File: config.mk
export PLATFORM = sky130hd
export DESIGN_NAME = uart_tx_fifo
export DESIGN_NICKNAME = d
export VERILOG_FILES = /design/src/rtl/uart_tx_fifo.sv
export SDC_FILE = /design/constraint.sdc
export NUM_CORES = 1
export LEC_CHECK = 0
export CORE_ASPECT_RATIO = 0.75
export CORE_MARGIN = 2
export CORE_UTILIZATION = 47
export DETAILED_ROUTE_END_ITERATION = 10
export DONT_BUFFER_PORTS = 1
export SYNTH_ARGS = -nofsm -noshare
export SYNTH_HDL_FRONTEND = slang
export SYNTH_SLANG_ARGS = --single-unit
File: constraint.sdc
create_clock -name i_clk -period 4.79 [get_ports i_clk]
set_clock_uncertainty 0.1 [all_clocks]
set_input_delay 0.958 -clock i_clk [delete_from_list [all_inputs] [get_ports i_clk]]
set_output_delay 0.958 -clock i_clk [all_outputs]
set_load 0.02 [all_outputs]
File: src/rtl/uart_tx_fifo.sv
// Buffered UART transmitter: a valid/ready FIFO feeding a baud-paced serialiser
// (start, LSB-first data, optional even parity, one or two stop bits).
module uart_tx_fifo #(
    parameter int DATA_WIDTH      = 8,
    parameter int PARITY_EN       = 0,
    parameter int STOP_BITS       = 1,
    parameter int FIFO_DEPTH_LOG2 = 4
) (
    input  logic                       i_clk,
    input  logic                       i_rstn,
    input  logic                       i_baud,
    input  logic [DATA_WIDTH-1:0]      i_din,
    input  logic                       i_valid,
    output logic                       o_ready,
    output logic [FIFO_DEPTH_LOG2:0]   o_count,
    output logic                       o_busy,
    output logic                       o_TX
);

    localparam int DEPTH = 2 ** FIFO_DEPTH_LOG2;
    localparam int CNT_W = FIFO_DEPTH_LOG2 + 1;
    localparam int BIT_W = (DATA_WIDTH > 1) ? $clog2(DATA_WIDTH) : 1;
    localparam logic [CNT_W-1:0]           FULL_COUNT = CNT_W'(DEPTH);
    localparam logic [CNT_W-1:0]           ZERO_COUNT = {CNT_W{1'b0}};
    localparam logic [BIT_W-1:0]           LAST_BIT   = BIT_W'(DATA_WIDTH - 1);
    localparam logic                       LAST_STOP  = 1'(STOP_BITS - 1);
    localparam logic [FIFO_DEPTH_LOG2-1:0] PTR_ONE    = FIFO_DEPTH_LOG2'(1);
    localparam logic [CNT_W-1:0]           CNT_ONE    = CNT_W'(1);

    typedef enum logic [2:0] {IDLE, START, DATA, PARITY, STOP} state_t;

    function automatic logic even_parity(input logic [DATA_WIDTH-1:0] d);
        even_parity = ^d;
    endfunction

    logic [DATA_WIDTH-1:0]      mem_r [DEPTH];
    logic [FIFO_DEPTH_LOG2-1:0] wr_ptr_r;
    logic [FIFO_DEPTH_LOG2-1:0] rd_ptr_r;
    logic [CNT_W-1:0]           count_r;
    state_t                     state_r;
    logic [DATA_WIDTH-1:0]      shift_r;
    logic                       par_r;
    logic [BIT_W-1:0]           bit_cnt_r;
    logic                       stop_cnt_r;
    logic                       tx_r;
    logic                       push_s;
    logic                       pop_s;
    logic                       not_empty_s;
    logic [DATA_WIDTH-1:0]      head_s;

    assign o_ready = (count_r != FULL_COUNT);
    assign o_count = count_r;
    assign o_busy  = (state_r != IDLE) || (count_r != ZERO_COUNT);
    assign o_TX    = tx_r;
    assign head_s  = mem_r[rd_ptr_r];

    // Handshake and pop decode; a pop only ever happens on a baud tick with data waiting.
    always_comb begin
        push_s      = i_valid && o_ready;
        not_empty_s = (count_r != ZERO_COUNT);
        pop_s       = 1'b0;
        case (state_r)
            IDLE:    pop_s = i_baud && not_empty_s;
            STOP:    pop_s = i_baud && not_empty_s && (stop_cnt_r == LAST_STOP);
            default: pop_s = 1'b0;
        endcase
    end

    // FIFO storage; contents need no reset because the pointers define validity.
    always_ff @(posedge i_clk) begin
        if (push_s) begin
            mem_r[wr_ptr_r] <= i_din;
        end
    end

    // FIFO pointers and occupancy.
    always_ff @(posedge i_clk) begin
        if (!i_rstn) begin
            wr_ptr_r <= {FIFO_DEPTH_LOG2{1'b0}};
            rd_ptr_r <= {FIFO_DEPTH_LOG2{1'b0}};
            count_r  <= ZERO_COUNT;
        end else begin
            if (push_s) begin
                wr_ptr_r <= wr_ptr_r + PTR_ONE;
            end
            if (pop_s) begin
                rd_ptr_r <= rd_ptr_r + PTR_ONE;
            end
            case ({push_s, pop_s})
                2'b10:   count_r <= count_r + CNT_ONE;
                2'b01:   count_r <= count_r - CNT_ONE;
                default: count_r <= count_r;
            endcase
        end
    end

    // Frame serialiser; the line level is registered and only changes on baud ticks.
    always_ff @(posedge i_clk) begin
        if (!i_rstn) begin
            state_r    <= IDLE;
            shift_r    <= {DATA_WIDTH{1'b0}};
            par_r      <= 1'b0;
            bit_cnt_r  <= {BIT_W{1'b0}};
            stop_cnt_r <= 1'b0;
            tx_r       <= 1'b1;
        end else if (i_baud) begin
            case (state_r)
                IDLE: begin
                    if (pop_s) begin
                        shift_r <= head_s;
                        par_r   <= even_parity(head_s);
                        tx_r    <= 1'b0;
                        state_r <= START;
                    end else begin
                        tx_r <= 1'b1;
                    end
                end
                START: begin
                    tx_r      <= shift_r[0];
                    shift_r   <= shift_r >> 1;
                    bit_cnt_r <= {BIT_W{1'b0}};
                    state_r   <= DATA;
                end
                DATA: begin
                    if (bit_cnt_r != LAST_BIT) begin
                        tx_r      <= shift_r[0];
                        shift_r   <= shift_r >> 1;
                        bit_cnt_r <= bit_cnt_r + BIT_W'(1);
                    end else if (PARITY_EN != 0) begin
                        tx_r    <= par_r;
                        state_r <= PARITY;
                    end else begin
                        tx_r       <= 1'b1;
                        stop_cnt_r <= 1'b0;
                        state_r    <= STOP;
                    end
                end
                PARITY: begin
                    tx_r       <= 1'b1;
                    stop_cnt_r <= 1'b0;
                    state_r    <= STOP;
                end
                STOP: begin
                    if (stop_cnt_r != LAST_STOP) begin
                        stop_cnt_r <= 1'b1;
                    end else if (pop_s) begin
                        // Back-to-back frame: next start bit follows the last stop bit directly.
                        shift_r <= head_s;
                        par_r   <= even_parity(head_s);
                        tx_r    <= 1'b0;
                        state_r <= START;
                    end else begin
                        state_r <= IDLE;
                    end
                end
                default: begin
                    tx_r    <= 1'b1;
                    state_r <= IDLE;
                end
            endcase
        end else begin
            state_r <= state_r;
        end
    end

endmodule

# Yosys cells after proc, flatten, opt, wreduce, memory -nomap -nowiden
# Memory sizes are Yosys's and may differ from the RTL's. A register that Yosys moved wholly into a read port is not among the register bits.
# Index checks and enable logic that the tools add are counted.
[word_totals] ff_bits=29 ram_bits=128 in_bits=12 output_inout_bits=8 elab_cells=69 memories=1
[memory_table] name="mem_r" words=16 word_bits=8 read_ports=1 rd_ports_with_merged_regs=1 write_ports=1 line="36" source="logic [DATA_WIDTH-1:0] mem_r [DEPTH];"
[op_classes] n_addsub=5 eq_ne=13 mux=25 bitwise=1 reduce_logical=16
[op_table] op="case mux 8 bit (4 select lines)" n=1
[op_table] op="two-way mux 8 bit" n=3
[op_table] op="case mux 3 bit (5 select lines)" n=1
[op_table] op="two-way mux 3 bit" n=4
[op_table] op="!= test 2 bit, second input constant" n=5
[op_table] op="case mux 5 bit (2 select lines)" n=1
[op_table] op="two-way mux 1 bit" n=9
[op_table] op="AND reduction 3 bit" n=3
[op_table] op="adder 4 x 1 -> 4 bit, second input constant" n=2
[op_table] op="two-way mux 4 bit" n=2
[op_table] op="AND reduction 4 bit" n=2
[op_table] op="== test 3 x 2 -> 1 bit, second input constant" n=2
[op_table] op="case mux 3 bit (2 select lines)" n=1
[op_table] op="nonzero test 3 bit" n=2
[op_table] op="adder 5 x 1 -> 5 bit, second input constant" n=1
[op_table] op="!= test 5 bit, second input constant" n=1
[op_table] op="nonzero test 5 bit" n=1
[op_table] op="subtractor 5 x 1 -> 5 bit, second input constant" n=1
[op_table] op="case mux 1 bit (4 select lines)" n=1
[op_table] op="nonzero test 2 bit" n=2
[op_table] op="nonzero test 4 bit" n=1
[op_table] op="adder 3 x 1 -> 3 bit, second input constant" n=1
[op_table] op="== test 3 x 1 -> 1 bit, second input constant" n=1
[op_table] op="== test 3 bit, second input constant" n=1
[op_table] op="other kinds (9)" n=11

# Logic depth before layout (Yosys ltp)
[depth] depth_word=7 mapped_depth=14

# Least setup slack after synthesis
# OpenSTA, ideal clock, no wires.
[synth_path] path_type="input to register" startpoint="input port i_valid" endpoint="register count_r[4] (netlist: o_count[4])" setup_time_ns=0.072 arrival_time_ns=3.015 required_time_ns=4.618 path_slack_ns=1.604 stages=11 n_path_buf=1 cell_sequence="a21boi_1 > inv_1 > ha_1 > clkbuf_1 > xor2_1 > ha_1 > a211o_1 > nand2_1 > nand3b_1 > a31oi_1 > mux2i_1"
[synth_between] elab_chain_len=3
[synth_rtl] element="from (decl)" line="13" source="input logic i_valid,"
[synth_rtl] element="logical AND 1 bit *" line="59" source="push_s = i_valid && o_ready;"
[synth_rtl] element="== test 2 x 1 -> 1 bit / == test 2 bit (equally long branches)" line="89" source="case ({push_s, pop_s})"
[synth_rtl] element="case mux 5 bit (2 select lines) / nonzero test 2 bit (equally long branches)"
[synth_rtl] element="to (signal assigned)" line="90" source="2'b10: count_r <= count_r + CNT_ONE;"
[synth_rtl] element="to (signal assigned)" line="91" source="2'b01: count_r <= count_r - CNT_ONE;"
[synth_rtl] element="to (signal assigned)" line="92" source="default: count_r <= count_r;"
[synth_rtl] element="to (decl)" line="39" source="logic [CNT_W-1:0] count_r;"
# Every way passes the cells marked *; elsewhere a longest branch is shown, timed or not.
# A chain may end at the register's enable or synchronous reset.

# Worst setup path after layout
[layout_path] startpoint="register count_r[1] (netlist: o_count[1])" endpoint="register count_r[4] (netlist: o_count[4])"
[layout_between] elab_chain_len=6
[layout_rtl] element="nonzero test 5 bit" line="60" source="not_empty_s = (count_r != ZERO_COUNT);"
[layout_rtl] element="logical AND 1 bit" line="63, 64"
[layout_rtl] element="logical AND 1 bit" line="64" source="STOP: pop_s = i_baud && not_empty_s && (stop_cnt_r == LAST_STOP);"
[layout_rtl] element="case mux 1 bit (2 select lines)" line="62" source="case (state_r)"
[layout_rtl] element="== test 2 x 1 -> 1 bit / == test 2 bit (equally long branches)" line="89"
[layout_rtl] element="case mux 5 bit (2 select lines) / nonzero test 2 bit (equally long branches)"
# Parallel ways exist; a longest one is shown, timed or not.

==> summary.md <==
| Metric | Value |
|---|---|
| ANT nets after route | `0` |
| Routed length per placed instance | `21.3 microns` |
| Clock buffer depth | `2` |
| Placeable core region | `0.0139 sq mm` |
| Gr ovfl total | `0` |
| Clock latency on the worst-skew pair | `420 ps` |
| Clk slew on worst S/H paths | `60 ps` |
| Slew of the pin with the lowest slew margin | `1220 ps` |
| Global-route wire length before repair | `20,800 microns` |
| Clock tree sinks | `160` |
| Compound-Gate Fraction of Synth Area | `8.62%` |
| CTS Root Cell | `clkbuf_16` |
| Critical path class | `flip-flop to flip-flop` |
| CTS tree | `yes` |
| Prevailing post-synth register cell | `edfxtp_1` |
| H-tree depth | `4` |
| Port Buffers | `0` |
| HP Start | `shift_r[2]` |
| CP delay by family, top | `simple AND/OR/NAND/NOR gates` |
| Post-synth EDFFs | `128` |
| Total CTS buffers | `17` |
| Worst EP arrival | `3520 ps` |
| Final setup violating endpoints | `0` |
| Multi-input combinational cell area | `0.00208 sq mm` |
| Sequential Area | `0.00449 sq mm` |
| Endpoints failing hold | `0` |
| PD cells | `501 mW/mm^2` |
| Hold EP | `shift_r[2]` |
| Final Max Tran Viols | `0` |
| Max Cap Viol | `0` |
| Critical path's largest stage delay | `620 ps` |
| Max Clk Rate | `306 MHz` |
| Avg Cell Area, Syn | `15.3 sq um` |
| P&R area growth vs syn | `10.0%` |
| Worst-path fanout max | `13` |
| Gpl congestion | `0.744` |
| Hold/Removal Path Class | `flip-flop to flip-flop` |
| Synth Area in XOR/XNOR | `1.43%` |
| Status | `finished, final reports clean` |
| # nets final | `456` |
| Power, Total | `0.00372 W` |
| Largest cells by area after synthesis | `edfxtp_1, dfxtp_1, mux4_2, nor2b_1, ha_1` |
| CTS Hold Bufs | `0` |
| Initial Util | `48.6%` |
| Synth Area in Simple Gates | `9.56%` |
| Post-CTS Resized | `0` |
| Die height | `108 microns` |
| Tmin final | `3270 ps` |
| Worst path cell trace | `or4_4 -> o211ai_4 -> inv_2 -> ha_1 -> xor2_1 -> ha_1 -> a211o_1 -> nand2_1 -> nand3b_1 -> a31oi_1 -> mux2i_1` |
| Via-to-Cell Ratio | `5.78` |
| Worst reg2reg endpoint | `o_count[4]` |
| Antenna cells | `0` |
| Post-synth top area share | `56.9%` |
| Die width | `142 microns` |
| RSZ-0062 raised after global routing | `no` |
| GR Util All Layers | `18.8%` |
| Vias | `3,576` |
| Period utilization | `68.2%` |
| Reg2reg setup slack | `1520 ps` |
| Area leader, netlist | `edfxtp_1` |
| Leakage power | `2.37 nW` |
| Yosys warning total | `0` |
| Bufs and invs on worst path | `1` |
| Initial antenna violation count | `0` |
| Crit-path slowest cell | `or4_4` |
| Mux contribution to synthesized area | `9.23%` |
| DR DRC count | `0` |
| Ys async rst share | `0%` |
| Count of different cell masters after synthesis | `51` |
| Die Area | `0.0154 sq mm` |
| Post-Synthesis Cells | `441` |
| Drt initial violations | `340` |
| Largest family of logic cells by synthesized area | `simple AND/OR/NAND/NOR gates` |
| Setup crit end kind | `flip-flop` |
| Placed cell count | `589` |
| Final WL | `13,200 microns` |
| # rows | `37` |
| Seq/Total Area, Yosys | `66.4%` |
| Detailed Routing Iterations Pass 1 | `4` |
| Ratio of cells with drive above 1 in the final layout | `13.7%` |
| # IOs | `20` |
| Synth Area in Adders | `2.04%` |
| Critical path startpoint category | `flip-flop` |
| Non-Filler Instances | `619` |
| Vias in the first global route | `3,622` |
| #FFs+latches synth | `160` |
| Setup bufs post-CTS | `0` |
| Cell mode on critical path | `ha_1` |
| Worst path required time | `5040 ps` |
| HPWL Detailed | `8090 microns` |
| R2R Path Start | `o_count[1]` |
| Mapped cell area | `0.00675 sq mm` |
| Hold path depth | `2` |
| R2R depth | `11` |
| Setup TNS after final layout | `0 ps` |
| Post-synthesis net count | `464` |
| Slew margin rel. | `17.8%` |
| Largest net degree at the start of global routing | `41` |
| Fillcell total | `1,116` |
| Peak VDD IR | `0.263 mV` |
## power breakdown
group	internal [W]	switching, W	total [W]
combinational	0.000282	0.000335	0.000617
sequential	0.00159	0.000141	0.00173
clock	0.000867	0.000512	0.00138
total	0.00274	0.000988	0.00372
## stage by stage
stage               setup slack, ps  util (%)  hold WS [ps]  instance area [sq um]
detailed placement             1370      49.2           348                   6830
global route                   1180      53.5           379                   7430
CTS                            1500      53.5           356                   7430
finish                         1520      53.5           355                   7430
global placement               1450      49.2           337                   6830
floorplan                      1600         -           331                   6750
## per-layer routing
| metal | GRT usage [%] | vias up | part of all wire [%] |
|---|---|---|---|
| met5 | 0 | - | 0 |
| met4 | 7.99 | 0 | 2.1 |
| met3 | 4.18 | 20 | 4.3 |
| met2 | 28.4 | 71 | 45 |
| met1 | 26.4 | 1795 | 49 |
| li1 | - | 1690 | - |
## cells in the final DEF, fill, tap and decap left out, types with 3 or more instances in the layout
cell type  netlist  final
nor2b_1         26     26
nand2b_1        11     11
a21boi_2         6      6
mux4_1           5      5
clkbuf_16        0     17
inv_1            4      4
a311o_1          7      7
or4_1            7      7
edfxtp_1       128    128
a21oi_1         10     10
a21boi_0         6      6
buf_4            5      3
nor3_1           4      4
bufinv_16        0      4
a2111oi_0        7      7
dfxtp_1         32     30
xnor2_1          7      7
a22oi_1          9      9
mux2i_1          3      3
nor3b_1          3      3
nand2_1         28     28
a211oi_1         7      7
o21ai_0          6      6
nand3_1          6      6
and2_1          10     10
ha_1            11     11
nor2_1          19     19
clkbuf_1        16      3
xor2_1           4      4
mux4_2          20     20
## sequential cells by signal (all words and copies together) (netlist names), named ones only
signal and cells:
bit_cnt_r 3, mem_r 128, o_TX 1, o_count 5, rd_ptr_r 4, shift_r 8
state_r 3, wr_ptr_r 4
## cells in the mapped netlist, types with 3 or more instances
cell type	instances
mux4_2	20
a21boi_2	6
a21oi_1	10
nand2_1	28
xor2_1	4
nand3_1	6
edfxtp_1	128
a2111oi_0	7
nor2b_1	26
inv_1	4
buf_4	5
a211oi_1	7
a21boi_0	6
a22oi_1	9
nor3b_1	3
and2_1	10
nor3_1	4
nor2_1	19
xnor2_1	7
o21ai_0	6
ha_1	11
nand2b_1	11
or4_1	7
buf_2	6
mux4_1	5
dfxtp_1	32
clkbuf_1	16
mux2i_1	3
a311o_1	7
## worst reg2reg max path, delay by kind of cell, from the launching register on
| family | cells | cell delay [ps] |
|---|---|---|
| simple gates | 3 | 780 |
| compound gates | 3 | 740 |
| fa+ha+maj | 2 | 570 |
| flops | 1 | 470 |
| xor+xnor | 1 | 190 |
| mux | 1 | 190 |
| buf+inv | 1 | 170 |
## logic make-up (layout without fill, tap and decap cells)
group,after synthesis,in the layout
xor gates and xnor gates,11,11
AOI/OAI and AO/OA,74,74
muxes,29,29
adders and majority gates,11,11
and+or+nand+nor,121,121
DFF,160,160
buffers and inverters,35,38
## worst max-delay path by stage
| stage | slack (ps) | from | cells after the start | end |
|---|---|---|---|---|
| final | 1520 | o_count[1] | 11 | o_count[4] |
| after global routing | 1180 | o_count[1] | 11 | o_count[4] |
| after CTS | 1500 | o_count[1] | 11 | o_count[4] |
| after detailed placement | 1370 | i_valid | 10 | o_count[4] |
| after global placement | 1450 | i_valid | 10 | o_count[4] |
| after floorplan | 1600 | i_valid | 11 | o_count[4] |
## layout make-up
| type | instances | share of cell area, % |
|---|---|---|
| well taps | 175 | 2.95 |
| multi-input cells | 246 | 28.1 |
| clock inverters | 10 | 2.16 |
| inverters | 5 | 0.253 |
| flip-flops and latches | 160 | 60.4 |
| clock buffers | 20 | 5.88 |
| repair buffers | 3 | 0.303 |
Power figures use the tool's default switching activity.
